### src/rtl/execute_muldiv.sv
// execute_muldiv: multi-cycle multiply/divide unit owning the HI/LO registers.
// MULT/MULTU finish MUL_CYCLES edges after accept; DIV/DIVU run a restoring
// radix-2 divider on magnitudes (WIDTH steps) plus one sign-fix cycle.
module execute_muldiv #(
  parameter int WIDTH      = 32,
  parameter int MUL_CYCLES = 2
) (
  input  logic             clk,
  input  logic             reset,
  input  logic             in_valid,
  output logic             in_ready,
  input  logic [2:0]       op,
  input  logic [WIDTH-1:0] a,
  input  logic [WIDTH-1:0] b,
  input  logic             flush,
  output logic             busy,
  output logic             done,
  output logic [WIDTH-1:0] hi,
  output logic [WIDTH-1:0] lo
);

  localparam int CW = $clog2(WIDTH + MUL_CYCLES + 1);

  localparam logic [2:0] OP_MULT  = 3'd0;
  localparam logic [2:0] OP_MULTU = 3'd1;
  localparam logic [2:0] OP_DIV   = 3'd2;
  localparam logic [2:0] OP_DIVU  = 3'd3;
  localparam logic [2:0] OP_MTHI  = 3'd4;
  localparam logic [2:0] OP_MTLO  = 3'd5;

  typedef enum logic [1:0] {S_IDLE, S_MUL, S_DIV, S_DFIX} state_e;

  state_e            state_q, state_d;
  logic [CW-1:0]     cnt_q;
  logic [WIDTH-1:0]  a_q, b_q;       // original operands (div-by-zero, signs)
  logic              sgn_q;          // signed flavour of the op
  logic [WIDTH-1:0]  rem_q, quo_q, dvs_q;
  logic [WIDTH-1:0]  hi_q, lo_q;
  logic              done_q;

  logic              accept;
  logic              op_signed, op_is_mul;
  logic [WIDTH-1:0]  a_mag, b_mag;
  logic [2*WIDTH-1:0] ext_a, ext_b, prod;
  logic [WIDTH:0]    shl, diff;
  logic [WIDTH-1:0]  rem_n, quo_n;
  logic              q_neg, r_neg;

  assign accept    = in_valid && in_ready;
  assign op_signed = (op == OP_MULT) || (op == OP_DIV);
  assign op_is_mul = (op == OP_MULT) || (op == OP_MULTU);
  assign a_mag     = (op_signed && a[WIDTH-1]) ? (~a + 1'b1) : a;
  assign b_mag     = (op_signed && b[WIDTH-1]) ? (~b + 1'b1) : b;

  // Product from latched operands; truncated 2W-bit multiply of the
  // sign/zero-extended operands gives the exact signed or unsigned result.
  assign ext_a = sgn_q ? {{WIDTH{a_q[WIDTH-1]}}, a_q} : {{WIDTH{1'b0}}, a_q};
  assign ext_b = sgn_q ? {{WIDTH{b_q[WIDTH-1]}}, b_q} : {{WIDTH{1'b0}}, b_q};
  assign prod  = ext_a * ext_b;

  // One restoring step: shift next dividend bit in, subtract if it fits.
  assign shl   = {rem_q, quo_q[WIDTH-1]};
  assign diff  = shl - {1'b0, dvs_q};
  assign rem_n = diff[WIDTH] ? shl[WIDTH-1:0] : diff[WIDTH-1:0];
  assign quo_n = {quo_q[WIDTH-2:0], ~diff[WIDTH]};

  assign q_neg = sgn_q && (a_q[WIDTH-1] ^ b_q[WIDTH-1]);
  assign r_neg = sgn_q && a_q[WIDTH-1];

  // State register
  always_ff @(posedge clk or posedge reset) begin
    if (reset) state_q <= S_IDLE;
    else       state_q <= state_d;
  end

  // Next-state logic; flush always returns to IDLE
  always_comb begin
    state_d = state_q;
    if (flush) begin
      state_d = S_IDLE;
    end else begin
      case (state_q)
        S_IDLE: if (accept) begin
          if (op_is_mul)                          state_d = S_MUL;
          else if (op == OP_DIV || op == OP_DIVU) state_d = S_DIV;
        end
        S_MUL:  if (cnt_q == CW'(MUL_CYCLES)) state_d = S_IDLE;
        S_DIV:  if (cnt_q == CW'(WIDTH - 1))  state_d = S_DFIX;
        S_DFIX: state_d = S_IDLE;
        default: state_d = S_IDLE;
      endcase
    end
  end

  // Handshake/status outputs
  always_comb begin
    in_ready = (state_q == S_IDLE) && !flush;
    busy     = (state_q != S_IDLE);
  end

  assign done = done_q;
  assign hi   = hi_q;
  assign lo   = lo_q;

  // Datapath: operand capture, iteration, HI/LO commit and done pulse
  always_ff @(posedge clk or posedge reset) begin
    if (reset) begin
      cnt_q  <= '0;
      a_q    <= '0;
      b_q    <= '0;
      sgn_q  <= 1'b0;
      rem_q  <= '0;
      quo_q  <= '0;
      dvs_q  <= '0;
      hi_q   <= '0;
      lo_q   <= '0;
      done_q <= 1'b0;
    end else begin
      done_q <= 1'b0;
      case (state_q)
        S_IDLE: if (accept) begin
          a_q   <= a;
          b_q   <= b;
          sgn_q <= op_signed;
          cnt_q <= op_is_mul ? CW'(1) : '0;
          rem_q <= '0;
          quo_q <= a_mag;
          dvs_q <= b_mag;
          if (op == OP_MTHI) begin
            hi_q   <= a;
            done_q <= 1'b1;
          end
          if (op == OP_MTLO) begin
            lo_q   <= a;
            done_q <= 1'b1;
          end
        end
        S_MUL: if (!flush) begin
          if (cnt_q == CW'(MUL_CYCLES)) begin
            {hi_q, lo_q} <= prod;
            done_q       <= 1'b1;
          end else begin
            cnt_q <= cnt_q + CW'(1);
          end
        end
        S_DIV: if (!flush) begin
          rem_q <= rem_n;
          quo_q <= quo_n;
          cnt_q <= cnt_q + CW'(1);
        end
        S_DFIX: if (!flush) begin
          done_q <= 1'b1;
          if (b_q == '0) begin
            lo_q <= '1;
            hi_q <= a_q;
          end else begin
            lo_q <= q_neg ? (~quo_q + 1'b1) : quo_q;
            hi_q <= r_neg ? (~rem_q + 1'b1) : rem_q;
          end
        end
        default: ;
      endcase
    end
  end

endmodule
### config.mk
export PLATFORM = sky130hd
export DESIGN_NAME = execute_muldiv
export DESIGN_NICKNAME = d
export VERILOG_FILES = /design/src/rtl/execute_muldiv.sv
export SDC_FILE = /design/constraint.sdc
export NUM_CORES = 2
export LEC_CHECK = 0
export ABC_CLOCK_PERIOD_IN_PS = 12400
export BUFFER_PORTS_ARGS = -buffer_cell sky130_fd_sc_hd__buf_2
export CORE_MARGIN = 2
export CORE_UTILIZATION = 50
export CTS_CLUSTER_SIZE = 16
export DETAILED_ROUTE_END_ITERATION = 8
export PLACE_DENSITY = 0.66
export RECOVER_POWER = 25
export SLEW_MARGIN = 20
export SYNTH_ARGS = -nofsm -noshare
export SYNTH_HDL_FRONTEND = slang
export SYNTH_SLANG_ARGS = --single-unit
### constraint.sdc
create_clock -name clk -period 12.4 [get_ports clk]
set_input_delay 0.62 -clock clk [delete_from_list [all_inputs] [get_ports clk]]
set_output_delay 0.62 -clock clk [all_outputs]
set_load 0.02 [all_outputs]
# Yosys cells after proc, flatten, opt, wreduce, memory -nomap -nowiden
# Index checks and enable logic that the tools add are counted.
dict set report totals {
  ff_bits 234
  in_bits 71
  out_inout_bits 67
  word_cells 116
}
dict set report classes {
  add_sub_neg 6
  multipliers 1
  eq_ne 22
  n_mux 47
  n_bitwise 6
  n_reduce_logical 23
}
# cell count
set ops {}
lappend ops {{32-bit 2-to-1 mux} 21}
lappend ops {{32-bit case mux with 3 select lines} 2}
lappend ops {{32-bit by 1-bit adder with 32-bit output (second input constant)} 4}
lappend ops {{64-bit 2-to-1 mux} 2}
lappend ops {{32-bit inverter} 4}
lappend ops {{32-bit case mux with 2 select lines} 2}
lappend ops {{64-bit by 64-bit multiplier with 64-bit output} 1}
lappend ops {{33-bit by 32-bit subtractor with 33-bit output} 1}
lappend ops {{32-bit logical NOT} 1}
lappend ops {{6-bit 2-to-1 mux} 4}
lappend ops {{6-bit case mux with 3 select lines} 1}
lappend ops {{2-bit 2-to-1 mux} 6}
lappend ops {{2-bit != test (second input constant)} 6}
lappend ops {{6-bit AND reduction} 2}
lappend ops {{3-bit != test (second input constant)} 3}
lappend ops {{2-bit case mux with 4 select lines} 1}
lappend ops {{1-bit 2-to-1 mux} 7}
lappend ops {{6-bit by 1-bit adder with 6-bit output (second input constant)} 1}
lappend ops {{3-bit by 2-bit == test with 1-bit output (second input constant)} 2}
lappend ops {{3-bit == test (second input constant)} 2}
lappend ops {{6-bit by 2-bit == test with 1-bit output (second input constant)} 1}
lappend ops {{6-bit by 5-bit == test with 1-bit output (second input constant)} 1}
lappend ops {{1-bit logical AND} 6}
lappend ops {{3-bit nonzero test} 2}
lappend ops {{other kinds (17)} 22}

# Longest topological paths before layout
dict set report logic_depth {
  depth_word 7
  depth_mapped 36
}

# Worst setup path after synthesis
# No wires, ideal clock.
dict set report synth_timing {
  kind {register -> register}
  startpoint {register sgn_q}
  endpoint {register hi_q[28] (netlist: hi[28])}
  setup_time_ns 0.131
  t_arrival_ns 9.200
  slack_ns 3.069
  stages_incl_launch_ff 32
  path_buffers 4
  period_less_slack_ns 9.331
  path_cell_list {dfrtp_1 > and2_0 > clkbuf_1 > clkbuf_1 > buf_1 > nand2_1 > fa_1 > inv_1 > fa_1 > fa_1 > inv_1 > fa_1 > inv_1 > fa_1 > fa_1 > fa_1 > fa_1 > fa_1 > inv_1 > fa_1 > inv_1 > ha_1 > clkbuf_1 > o21a_1 > nor2_1 > o21a_1 > nand4b_1 > o21a_4 > o211a_1 > nor3_1 > o21ai_0 > or3_1}
}
dict set report synth_via {
  elab_chain_len 5
  word_cells_on_any_way 10
  cone_classes {mul (1); mux (8); reduce/logical (1)}
}
# element line
set synth_lines {}
lappend synth_lines {{from (decl)} 36} ;# logic sgn_q;
lappend synth_lines {{from (signal assigned)} 124} ;# sgn_q <= op_signed;
lappend synth_lines {{64-bit 2-to-1 mux, or another cell as far along} 57} ;# assign ext_a = sgn_q ? {{WIDTH{a_q[WIDTH-1]}}, a_q} : {{WIDTH{1'b0}}, a_q};
lappend synth_lines {{64-bit by 64-bit multiplier with 64-bit output / 32-bit 2-to-1 mux (equally long branches)} {59, 158}}
lappend synth_lines {{32-bit 2-to-1 mux (on tied branches)} {139, 153}}
lappend synth_lines {{32-bit 2-to-1 mux (on tied branches)} {138, 151}}
lappend synth_lines {{32-bit case mux with 3 select lines (*)} 120} ;# case (state_q)
lappend synth_lines {{to (signal assigned)} 140} ;# {hi_q, lo_q} <= prod;
lappend synth_lines {{to (signal assigned)} 155} ;# hi_q <= a_q;
lappend synth_lines {{to (signal assigned)} 158} ;# hi_q <= r_neg ? (~rem_q + 1'b1) : rem_q;
lappend synth_lines {{to (decl)} 38} ;# logic [WIDTH-1:0] hi_q, lo_q;
# Every way passes the cells marked *; elsewhere a longest branch is shown, timed or not. The select of a mux whose other input is x is not followed.
# A chain may end at the register's enable or synchronous reset.

# Worst setup path after layout
dict set report layout_timing {
  startpoint {register sgn_q}
  endpoint {register hi_q[31] (netlist: hi[31])}
}
# Same word-level chain as after synthesis.

==> results.sh <==
export IMPL_cts_sinks=233
export IMPL_dpl_cell_area_sq_mm=0.06503
export IMPL_postLayoutCellArea_sq_mm=0.06585
export IMPL_multi_input_area_sq_mm=0.04972
export IMPL_violations="capacitance limit, slew limit"
export IMPL_area_overhead_vs_synth_pct=4.653
export IMPL_layout_drive_gt1_share_pct=4.360
export IMPL_report_final_setup_viol=0
export IMPL_startpoint_class_of_the_critical_path="flop"
export IMPL_global_route_usage_met2_pct=49.20
export IMPL_routed_via_count=47640
export IMPL_ys_ff_latch=233
export IMPL_grtUsageTotal_pct=31.73
export IMPL_initialDrtViolationCount=4228
export IMPL_tightest_slew_ps=5112
export IMPL_detail_route_wl_per_cell_um=22.96
export IMPL_maximum_number_of_pins_on_one_net_before_global_route_repair=110
export IMPL_cts_root_buf="sky130_fd_sc_hd__clkbuf_16"
export IMPL_critPathMaxFanout=10
export IMPL_die_width_um=358.7
export IMPL_regToRegStartpoint="sgn_q$_DFFE_PP0P_"
export IMPL_drt_first_pass_iters=6
export IMPL_cts_made_buffers=25
export IMPL_clk_pin_slew_worst_paths_ps=70
export IMPL_critical_path_class="reg -> reg"
export IMPL_drv_slew=170
export IMPL_initial_core_util_pct=50.24
export IMPL_routed_wirelength_um=196500
export IMPL_cp_arrival_ps=10620
export IMPL_synthesis_area_sq_mm=0.06292
export IMPL_setup_worst_path_end_class="flop"
export IMPL_antenna_found_initial=11
export IMPL_timing_critical_path_required_ps=12830
export IMPL_pre_cts_ws_ps=2275
export IMPL_place_detailed_hpwl_um=160400
export IMPL_global_route_overflow_total=0
export IMPL_crit_path_start="sgn_q$_DFFE_PP0P_"
export IMPL_synth_edff_count=0
export IMPL_fin_nets=8732
export IMPL_post_synth_cell_area_avg_sq_um=8.979
export IMPL_place_congestion=0.9935
export IMPL_library_cell_occupying_the_most_area_in_the_post_synthesis_netlist="sky130_fd_sc_hd__fa_1"
export IMPL_clock_skew_ps=48.29
export IMPL_clock_latency_ps=580
export IMPL_critical_path_slowest_cell="sky130_fd_sc_hd__fa_1"
export IMPL_clock_fmax_ghz=0.09814
export IMPL_layout_core_utilization_pct=52.57
export IMPL_finalWorstPathRequiredPeriod_ps=10190
export IMPL_global_route_usage_met1_pct=46.24
export IMPL_syn_nets=8850
export IMPL_syn_inst=7007
export IMPL_grt_busiest_layer="met2"
export IMPL_finalHoldViolCount=0
export IMPL_synthDistinctLibCells=81
export IMPL_fp_dieH_um=358.7
export IMPL_number_of_design_rule_violations_left_after_detail_routing=0
export IMPL_synth_ff_type="sky130_fd_sc_hd__dfrtp_1"
export IMPL_cts_max_level=1
export IMPL_maxCapViolations=2
export IMPL_holdBufCountCts=0
export IMPL_worst_path_most_repeated_cell="sky130_fd_sc_hd__fa_1"
export IMPL_number_of_primary_i_o_pins=138
export IMPL_post_cts_setup_buffer_count=0
export IMPL_run_status="finished, violations left"
export IMPL_grt_setup_unrepaired="false"
export IMPL_vias_per_cell=5.568
export IMPL_worst_slack_ps=2210
export IMPL_layout_filler_cells=11670
export IMPL_hold_class="in -> reg"
export IMPL_timing_critical_path_slowest_cell_delay_ps=940
export IMPL_number_of_global_route_vias_before_repair=50430
export IMPL_gr_usage_met3_pct=5.279
export IMPL_yosysSeqAreaShare_pct=9.267
export IMPL_max_slew_margin_pct=-242.7
export IMPL_cts_root_to_sink_buffers=3
export IMPL_async_flop_share_pct=100.0
export IMPL_grt_first_pass_wirelength_um=307500
export IMPL_netlist_top_cells_count="sky130_fd_sc_hd__inv_1 (1,594), sky130_fd_sc_hd__fa_1 (1,420), sky130_fd_sc_hd__nand2_1 (971), sky130_fd_sc_hd__and2_1 (578), sky130_fd_sc_hd__clkbuf_1 (356)"
export IMPL_design_core_area_sq_mm=0.1252
export IMPL_cts_tree="yes"
export IMPL_timing_setup_tns_ps=0
export IMPL_post_synth_top_area_fraction_pct=45.18
export IMPL_design_die_area_sq_mm=0.1287
export IMPL_synthesis_yosys_warnings=0
export IMPL_start_point_of_the_worst_hold_path="b[22]"
export IMPL_drtAntennaViolNets=0
export IMPL_ys_top_cells_by_area="sky130_fd_sc_hd__fa_1 (45%), sky130_fd_sc_hd__inv_1 (9.5%), sky130_fd_sc_hd__dfrtp_1 (9.3%)"
export IMPL_register_area_sq_mm=0.005834
export IMPL_postCtsResizedCells=0
export IMPL_numPortBuffers=137
export IMPL_most_frequently_used_cell_type_in_the_post_synthesis_netlist="sky130_fd_sc_hd__inv_1"
export IMPL_layout_worst_path_cycle_share_pct=82.18
export IMPL_row_count=130
==> critical path: cells and delay by family (launching register included) <==
kind / cells / cell delay (ps)
fa+ha+maj: 11 / 6090
simple gates: 2 / 400
buf+inv: 8 / 1050
mux: 1 / 240
flops: 1 / 380
compound gates: 9 / 1900
==> worst paths after layout <==
| path | slack (ps) | cells past startpoint | to |
|---|---|---|---|
| worst max register to register | 2210 | 31 | hi[31]$_DFFE_PP0P_ |
| min in group asynchronous | 1570 | 2 | rem_q[11]$_DFFE_PP0P_ |
| worst min-delay path | 300 | 3 | b_q[22]$_DFFE_PP0P_ |
| worst min register to register | 480 | 2 | b_q[17]$_DFFE_PP0P_ |
| worst max-delay path | 2210 | 31 | hi[31]$_DFFE_PP0P_ |
| max in group asynchronous | 5830 | 3 | b_q[27]$_DFFE_PP0P_ |
==> layout make-up <==
type	count	share of cell area (%)
multi-input combinational	4802	75.51
timing repair buffer	233	2.119
tap	1650	3.135
antenna	4	0.01520
inverter	1594	9.088
sequential	233	8.860
clock inverter	9	0.2318
clock buffer	32	1.036
==> cells in the final DEF, fill, tap and decap left out, types with 26 or more instances in the layout <==
cell type	Yosys	routed
sky130_fd_sc_hd__nor2_1	200	198
sky130_fd_sc_hd__nand3_1	35	35
sky130_fd_sc_hd__and3_1	34	34
sky130_fd_sc_hd__ha_1	352	349
sky130_fd_sc_hd__o21ai_0	245	245
sky130_fd_sc_hd__a21oi_1	199	197
sky130_fd_sc_hd__mux2i_1	31	31
sky130_fd_sc_hd__a21o_1	51	50
sky130_fd_sc_hd__nand2_1	971	969
sky130_fd_sc_hd__o31ai_1	26	26
sky130_fd_sc_hd__and2_1	578	579
sky130_fd_sc_hd__nor3_1	35	34
sky130_fd_sc_hd__a31oi_1	44	44
sky130_fd_sc_hd__xor2_1	90	90
sky130_fd_sc_hd__nor4_1	26	26
sky130_fd_sc_hd__fa_1	1420	1420
sky130_fd_sc_hd__inv_1	1594	1593
sky130_fd_sc_hd__buf_2	4	121
sky130_fd_sc_hd__xnor2_1	164	164
sky130_fd_sc_hd__dfrtp_1	233	230
sky130_fd_sc_hd__buf_4	1	94
==> cell families (layout without fill, tap and decap cells) <==
logic type	after synthesis	count (layout)	synth area share, %
XOR/XNOR	255	255	3.579
AO/OA/AOI/OAI	763	763	7.618
buffers and inverters	1972	1868	11.80
multiplexers	31	31	0.4932
other	0	4	0
flip-flops	233	233	9.267
AND/OR/NAND/NOR	1978	1978	15.01
adder cells (fa/ha/maj)	1775	1775	52.23
==> stage by stage <==
stage	hold slack [ps]	cells
global route	313.4	8555
finish	304.2	8557
global placement	459.2	8512
detailed placement	464.2	8512
CTS	198.8	8553
floorplan	449.8	7007
==> flip-flops by register name (all words and copies together) (netlist names) <==
register and cells:
rem_q 32, cnt_q 6, done 1, a_q 32
sgn_q 1, state_q 2, hi 32, b_q 32
lo 32, dvs_q 31, quo_q 32
==> metal layers <==
layer | routed length (um) | share of wire [%] | vias to the layer above
li1 | - | - | 20650
met1 | 84350 | 43 | 24740
met2 | 88060 | 45 | 1977
met3 | 17790 | 9.1 | 278
met4 | 6287 | 3.2 | 2
met5 | 10 | 0.0051 | -
Power is not shown: default switching activity piles up to over one toggle a cycle in this logic, so the estimate is an artifact.
